--- src/rtl/bike_bram_port_arbiter_pkg.sv ---
// bike_bram_port_arbiter_pkg: BIKE BRAM port widths, arbiter sizing, owner tag and state types
package bike_bram_port_arbiter_pkg;
   localparam int B_WIDTH            = 32;
   localparam int LOGSWORDS          = 8;
   localparam int BRAM_ARB_NREQ      = 4;
   localparam int BRAM_ARB_MAX_BURST = 16;
   typedef logic [$clog2(BRAM_ARB_NREQ)-1:0] owner_t;
   typedef enum logic {ARB_IDLE, ARB_OWN} arb_state_t;
   function automatic logic [BRAM_ARB_NREQ-1:0] owner_onehot(owner_t k);
      return BRAM_ARB_NREQ'(1) << k;
   endfunction
endpackage

--- src/rtl/bike_bram_port_arbiter_if.sv ---
// bike_bram_port_arbiter_if: requester-side and BRAM-side signals of the port arbiter
interface bike_bram_port_arbiter_if;
   import bike_bram_port_arbiter_pkg::*;
   logic                             sampling;
   logic [BRAM_ARB_NREQ-1:0]         req, wen_req, ren_req, gnt, rvalid;
   logic [BRAM_ARB_NREQ*LOGSWORDS-1:0] addr_req;
   logic [BRAM_ARB_NREQ*B_WIDTH-1:0] din_req;
   logic [B_WIDTH-1:0]               rdata, bram_din, bram_dout;
   logic [LOGSWORDS-1:0]             bram_addr;
   logic                             bram_wen, bram_ren, busy;
   modport slave (input sampling, req, wen_req, ren_req, addr_req, din_req, bram_dout,
                  output gnt, rvalid, rdata, bram_wen, bram_ren, bram_addr, bram_din, busy);
   modport master (output sampling, req, wen_req, ren_req, addr_req, din_req, bram_dout,
                   input gnt, rvalid, rdata, bram_wen, bram_ren, bram_addr, bram_din, busy);
endinterface

--- src/rtl/bike_bram_port_arbiter_pick.sv ---
// bike_rr_pick: one-hot winner = first set request at or after the pointer, wrapping
module bike_rr_pick #(parameter int N = 4) (
   input  logic [N-1:0]         i_req,
   input  logic [$clog2(N)-1:0] i_ptr,
   output logic [N-1:0]         o_win,
   output logic                 o_any
);
   logic [N-1:0]   w_rot, w_first;
   logic [2*N-1:0] w_back;
   assign w_rot = N'({i_req, i_req} >> i_ptr);
   always_comb begin
      w_first = '0;
      for (int i = N-1; i >= 0; i--) if (w_rot[i]) w_first = N'(1) << i;
   end
   // rotate the winner back into requester numbering
   assign w_back = {{N{1'b0}}, w_first} << i_ptr;
   assign o_win  = w_back[N-1:0] | w_back[2*N-1:N];
   assign o_any  = |i_req;
endmodule

--- src/rtl/bike_bram_port_arbiter.sv ---
// bike_bram_port_arbiter: round-robin burst arbiter sharing the scalable BIKE BRAM port
// among datapath requesters, with per-requester read-return tagging.
module bike_bram_port_arbiter
   import bike_bram_port_arbiter_pkg::*;
#(parameter int MAX_BURST = BRAM_ARB_MAX_BURST) (
   input logic clk,
   input logic resetn,
   bike_bram_port_arbiter_if.slave io_bus
);
   localparam int NREQ = BRAM_ARB_NREQ;
   localparam int CW   = $clog2(MAX_BURST + 1);
   arb_state_t      r_st;
   logic [NREQ-1:0] r_gnt, w_win, w_others;
   owner_t          r_own, r_ptr, r_rv_tag, w_ptr_nx, w_pick_ptr, w_win_idx;
   logic [CW-1:0]   r_cnt;
   logic            r_rv_v, w_any, w_port, w_force, w_act, w_rel, w_wen, w_ren;
   assign w_port   = (r_st == ARB_OWN) && !io_bus.sampling;
   assign w_others = io_bus.req & ~r_gnt;
   // a saturated owner yields its slot to waiters instead of issuing one more access
   assign w_force  = (r_cnt == CW'(MAX_BURST)) && |w_others;
   assign w_act    = w_port && !w_force;
   assign w_wen    = w_act && io_bus.wen_req[r_own] && io_bus.req[r_own];
   assign w_ren    = w_act && io_bus.ren_req[r_own] && io_bus.req[r_own] && !io_bus.wen_req[r_own];
   assign w_rel    = (r_st == ARB_OWN) && (!io_bus.req[r_own] || w_force);
   assign w_ptr_nx = (r_own == owner_t'(NREQ - 1)) ? '0 : r_own + 1'b1;
   assign w_pick_ptr = (r_st == ARB_OWN) ? w_ptr_nx : r_ptr;
   bike_rr_pick #(.N(NREQ)) u_pick (.i_req(w_others), .i_ptr(w_pick_ptr), .o_win(w_win), .o_any(w_any));
   always_comb begin
      w_win_idx = '0;
      for (int i = 0; i < NREQ; i++) if (w_win[i]) w_win_idx = owner_t'(i);
   end
   always_ff @(posedge clk or negedge resetn) begin
      if (!resetn) begin
         r_st     <= ARB_IDLE;
         r_gnt    <= '0;
         r_own    <= '0;
         r_ptr    <= '0;
         r_cnt    <= '0;
         r_rv_v   <= 1'b0;
         r_rv_tag <= '0;
      end else begin
         r_rv_v   <= w_ren;
         r_rv_tag <= r_own;
         if (io_bus.sampling) begin
            r_st  <= ARB_IDLE;
            r_gnt <= '0;
         end else if (r_st == ARB_IDLE || w_rel) begin
            if (r_st == ARB_OWN) r_ptr <= w_ptr_nx;
            r_st  <= w_any ? ARB_OWN : ARB_IDLE;
            r_gnt <= w_win;
            r_own <= w_win_idx;
            r_cnt <= '0;
         end else if ((w_wen || w_ren) && r_cnt != CW'(MAX_BURST)) r_cnt <= r_cnt + 1'b1;
      end
   end
   assign io_bus.gnt       = r_gnt;
   assign io_bus.rvalid    = r_rv_v ? owner_onehot(r_rv_tag) : '0;
   assign io_bus.rdata     = io_bus.bram_dout;
   assign io_bus.bram_wen  = w_wen;
   assign io_bus.bram_ren  = w_ren;
   assign io_bus.bram_addr = w_port ? io_bus.addr_req[r_own*LOGSWORDS +: LOGSWORDS] : '0;
   assign io_bus.bram_din  = w_port ? io_bus.din_req[r_own*B_WIDTH +: B_WIDTH] : '0;
   assign io_bus.busy      = |r_gnt || r_rv_v;
endmodule
--- src/flat_wrapper.sv ---
// flat-port wrapper written by rule: the top's interface ports become plain ports
module bike_bram_port_arbiter_flat import bike_bram_port_arbiter_pkg::*;
#(parameter int MAX_BURST = BRAM_ARB_MAX_BURST)
  (clk, resetn, io_bus_sampling, io_bus_req, io_bus_wen_req, io_bus_ren_req, io_bus_addr_req, io_bus_din_req, io_bus_bram_dout, io_bus_gnt, io_bus_rvalid, io_bus_rdata, io_bus_bram_wen, io_bus_bram_ren, io_bus_bram_addr, io_bus_bram_din, io_bus_busy);
  bike_bram_port_arbiter_if io_bus_i ();
  input logic clk;
  input logic resetn;
  input wire logic [$bits(io_bus_i.sampling)-1:0] io_bus_sampling;
  input wire logic [$bits(io_bus_i.req)-1:0] io_bus_req;
  input wire logic [$bits(io_bus_i.wen_req)-1:0] io_bus_wen_req;
  input wire logic [$bits(io_bus_i.ren_req)-1:0] io_bus_ren_req;
  input wire logic [$bits(io_bus_i.addr_req)-1:0] io_bus_addr_req;
  input wire logic [$bits(io_bus_i.din_req)-1:0] io_bus_din_req;
  input wire logic [$bits(io_bus_i.bram_dout)-1:0] io_bus_bram_dout;
  output wire logic [$bits(io_bus_i.gnt)-1:0] io_bus_gnt;
  output wire logic [$bits(io_bus_i.rvalid)-1:0] io_bus_rvalid;
  output wire logic [$bits(io_bus_i.rdata)-1:0] io_bus_rdata;
  output wire logic [$bits(io_bus_i.bram_wen)-1:0] io_bus_bram_wen;
  output wire logic [$bits(io_bus_i.bram_ren)-1:0] io_bus_bram_ren;
  output wire logic [$bits(io_bus_i.bram_addr)-1:0] io_bus_bram_addr;
  output wire logic [$bits(io_bus_i.bram_din)-1:0] io_bus_bram_din;
  output wire logic [$bits(io_bus_i.busy)-1:0] io_bus_busy;
  assign io_bus_i.sampling = io_bus_sampling;
  assign io_bus_i.req = io_bus_req;
  assign io_bus_i.wen_req = io_bus_wen_req;
  assign io_bus_i.ren_req = io_bus_ren_req;
  assign io_bus_i.addr_req = io_bus_addr_req;
  assign io_bus_i.din_req = io_bus_din_req;
  assign io_bus_i.bram_dout = io_bus_bram_dout;
  assign io_bus_gnt = io_bus_i.gnt;
  assign io_bus_rvalid = io_bus_i.rvalid;
  assign io_bus_rdata = io_bus_i.rdata;
  assign io_bus_bram_wen = io_bus_i.bram_wen;
  assign io_bus_bram_ren = io_bus_i.bram_ren;
  assign io_bus_bram_addr = io_bus_i.bram_addr;
  assign io_bus_bram_din = io_bus_i.bram_din;
  assign io_bus_busy = io_bus_i.busy;
  bike_bram_port_arbiter #(.MAX_BURST(MAX_BURST)) u_core (.clk(clk), .resetn(resetn), .io_bus(io_bus_i));
endmodule
--- config.mk ---
export PLATFORM = sky130hd
export DESIGN_NAME = bike_bram_port_arbiter_flat
export DESIGN_NICKNAME = d
export VERILOG_FILES = /design/src/rtl/bike_bram_port_arbiter_pkg.sv /design/src/rtl/bike_bram_port_arbiter_if.sv /design/src/rtl/bike_bram_port_arbiter_pick.sv /design/src/rtl/bike_bram_port_arbiter.sv /design/src/flat_wrapper.sv
export SDC_FILE = /design/constraint.sdc
export NUM_CORES = 1
export LEC_CHECK = 0
export ABC_CLOCK_PERIOD_IN_PS = 1700
export CAP_MARGIN = 20
export CORE_MARGIN = 8
export CORE_UTILIZATION = 25
export DETAILED_ROUTE_END_ITERATION = 10
export PLACE_DENSITY = 0.78
export SYNTH_ARGS = -nofsm -noshare
export SYNTH_HDL_FRONTEND = slang
export SYNTH_SLANG_ARGS = --single-unit
export TNS_END_PERCENT = 10
--- constraint.sdc ---
create_clock -name clk -period 1.7 [get_ports clk]
set_clock_uncertainty 0.05 [all_clocks]
set_input_delay 0.255 -clock clk [delete_from_list [all_inputs] [get_ports clk]]
set_output_delay 0.255 -clock clk [all_outputs]
set_load 0.01 [all_outputs]
==> results.cfg <==
[run_status]
status = finished, violations left
violations = negative setup slack

[sta]
fmax_mhz = 460
slew_viol_final = 0
fin_ws_ns = -0.475
setup_violations = 56
fin_crit_sh_pct = 128
holdWs_ns = 0.270
worstMarginPinSlew_ns = 0.244
slew_headroom_pct = 83.7
finalHoldViolCount = 0
finalCriticalPeriod_ns = 2.17
rsz0062_at_grt = yes

[cts]
clk_latency_ns = 0.26
postCtsHoldBufs = 0
clk_pin_slew_ns = 0.07
clock-root-buffer = clkbuf_8
clockBufferDepth = 2
h-tree-depth = 1
cts_made_buffers = 3
cts_tree = built
clock_sinks = 17

[synth]
synthCells = 235
ys_warn_count = 0
avgSynthCellArea_um2 = 10.7
syn-num-nets = 445
ys_ff_latch = 17
syn-cell-area_um2 = 2520
yosysSeqAreaShare_pct = 16.9
synth.distinct_cells = 41
async_flop_share_pct = 100
yosys_most_used_dff = dfrtp_1
synth-edff-count = 0

[worst_setup_path]
reg2reg_from = u_core.r_own[0]
arrival_ns = 1.87
r2r-end = u_core.r_cnt[1]
path_max_fanout = 4
ff2ff_path_depth = 9
max_stage_delay_ns = 0.56
critical_path_class = flop to output port
cp_slowest_cell = mux4_2
start_kind = flop
critPathBufInv = 2
crit_required_ns = 1.39
r2r_slack_ns = -0.43
worstPathCellList = buf_6, mux4_2, nor4b_4, buf_2
crit_cells = 4
end_kind = output port
crit_family = multiplexers

[final_layout]
antenna_cells = 0
layout_common_cells = 178 x clkdlybuf4s50_1, 43 x mux4_2, 37 x nor2b_1, 37 x buf_2, 36 x buf_4
final_common_cell = clkdlybuf4s50_1
nNetsFinal = 681
fin_area_um2 = 5210
layout-drive-gt1-share_pct = 37.0
syn_to_final_growth_pct = 107

[power_and_ir_drop]
clkPwrFrac_pct = 5.7
p_seq_share_pct = 11.7
p_switching_mw = 2.04
internal_power_mw = 3.51
combPwrFrac_pct = 82.6
power_switching_share_pct = 36.7
p_total_mw = 5.55
cellLeakagePower_nw = 2.10
p_per_area_nw_per_um2 = 1070
ir_drop_mv = 0.675

[placement]
portBuffers = 225
globalplace.congestion = 0.960
dpl_cell_area_um2 = 5060
dp_hpwl_um = 11400

[global_route]
grt_antenna_before_repair = 0
grt_pass1_vias = 3201
gr-total-overflow = 0
grt_start_max_net_pins = 41
grt_use_total_pct = 18.7
grt_pass1_wl_um = 19000

[routing]
drc = 0
num_vias = 2895
firstDrtPassIters = 4
wl_per_cell_um = 22.5
routed_via_density = 4.80
routed_wl_um = 13600
drtAntennaViolNets = 0
initialDrtViolationCount = 92

[worst_hold_path]
hp-class = input port to asynchronous set/reset pin

[floorplanning]
fp-row-count = 36
dieArea_um2 = 13500
die_height_um = 116
core_area_um2 = 9770
fp.dieW_um = 116
start_util_pct = 25.7
io_pins = 290

[job]
drv_cap = 0
worst max path at each step:
stage                    start                   to  slack (ns)
2_1_floorplan  u_core.r_own[0]  io_bus_bram_addr[7]       -0.07
3_3_place_gp     io_bus_req[3]      io_bus_bram_ren       -0.79
3_5_place_dp     io_bus_req[3]      io_bus_bram_ren       -0.84
4_1_cts        u_core.r_own[0]      io_bus_bram_ren       -0.50
5_1_grt        u_core.r_own[0]      io_bus_bram_ren       -0.56
6_report       u_core.r_own[0]      io_bus_bram_ren       -0.47
area by class of cell:
cell class / count / area [um2]
fill: 875 / 4560
timing repair buffer: 278 / 2640
tap: 133 / 166
multi-input combinational: 168 / 1920
sequential: 17 / 429
inverter: 3 / 11.3
clock inverter: 1 / 5.00
clock buffer: 3 / 41.3
power by group through the flow:
| stage | Clock [mW] | Combinational (mW) | Sequential (mW) |
|---|---|---|---|
| detailed placement | 0 | 4.14 | 0.652 |
| finish | 0.318 | 4.58 | 0.651 |
| CTS | 0.322 | 4.48 | 0.648 |
| floorplan | 0 | 2.32 | 0.633 |
| global placement | 0 | 4.06 | 0.648 |
| global route | 0.335 | 4.90 | 0.668 |
Yosys cell counts (2+ instances only):
library cell	n	area, um2
a21oi_1	4	20.0
a31oi_1	2	12.5
and3_1	2	12.5
buf_2	5	25.0
buf_4	32	240
buf_6	2	22.5
clkbuf_1	7	26.3
dfrtp_1	17	425
ha_1	3	37.5
inv_1	3	11.3
mux2i_1	2	20.0
mux4_2	43	968
nand2_1	9	33.8
nand2b_1	6	37.5
nand3_1	5	25.0
nor2_1	11	41.3
nor2b_1	44	275
nor3_1	4	20.0
o21ai_0	8	40.0
o21ai_1	3	15.0
xnor2_1	3	26.3
per-stage QoR:
step	instances	TNS (ns)	setup WS [ns]	util, %
after floorplan	235	-2.87	-0.0747	-
after global placement	590	-24.75	-0.792	51.8
after detailed placement	590	-25.84	-0.840	51.8
after CTS	602	-19.71	-0.501	52.6
after global routing	603	-23.60	-0.560	53.3
final	603	-19.81	-0.475	53.3
repair_timing:
action,4_1_cts,5_1_grt
endpoints found under the setup margin,60,57
gates cloned,2,1
setup buffers,6,1
pin swaps,10,3
gates resized for setup,204,21
registers in the layout, indices dropped and copies added, names as in the netlist:
register	cells
u_core.r_cnt	5
u_core.r_rv_tag	2
u_core.r_own	2
u_core.r_rv_v	1
u_core.io_bus.gnt	4
u_core.r_st	1
u_core.r_ptr	2
kinds of logic after synthesis:
| group | Yosys count | share of synthesized area (%) |
|---|---|---|
| compound gates | 25 | 6.56 |
| xor+xnor | 3 | 1.04 |
| fa+ha+maj | 3 | 1.49 |
| buf+inv | 50 | 13.1 |
| flops | 17 | 16.9 |
| mux | 46 | 39.7 |
| simple gates | 91 | 21.1 |
worst reg2reg max path: stages (launching register included):
cell      delay [ns]
dfrtp_2         0.47
buf_12          0.16
mux4_2          0.37
nand2b_4        0.06
buf_6           0.12
buf_4           0.13
buf_6           0.12
or3_4           0.38
nand3_1         0.09
o21ai_1         0.06
routing by layer:
metal,share of wire (%),track usage [%],up-vias
met4,2.0,4.49,0
met2,50,32.7,150
li1,-,-,1322
met1,38,21.4,1387
met5,0,0,-
met3,9.7,6.26,36
Note: power is estimated with default switching activity, not from simulation.
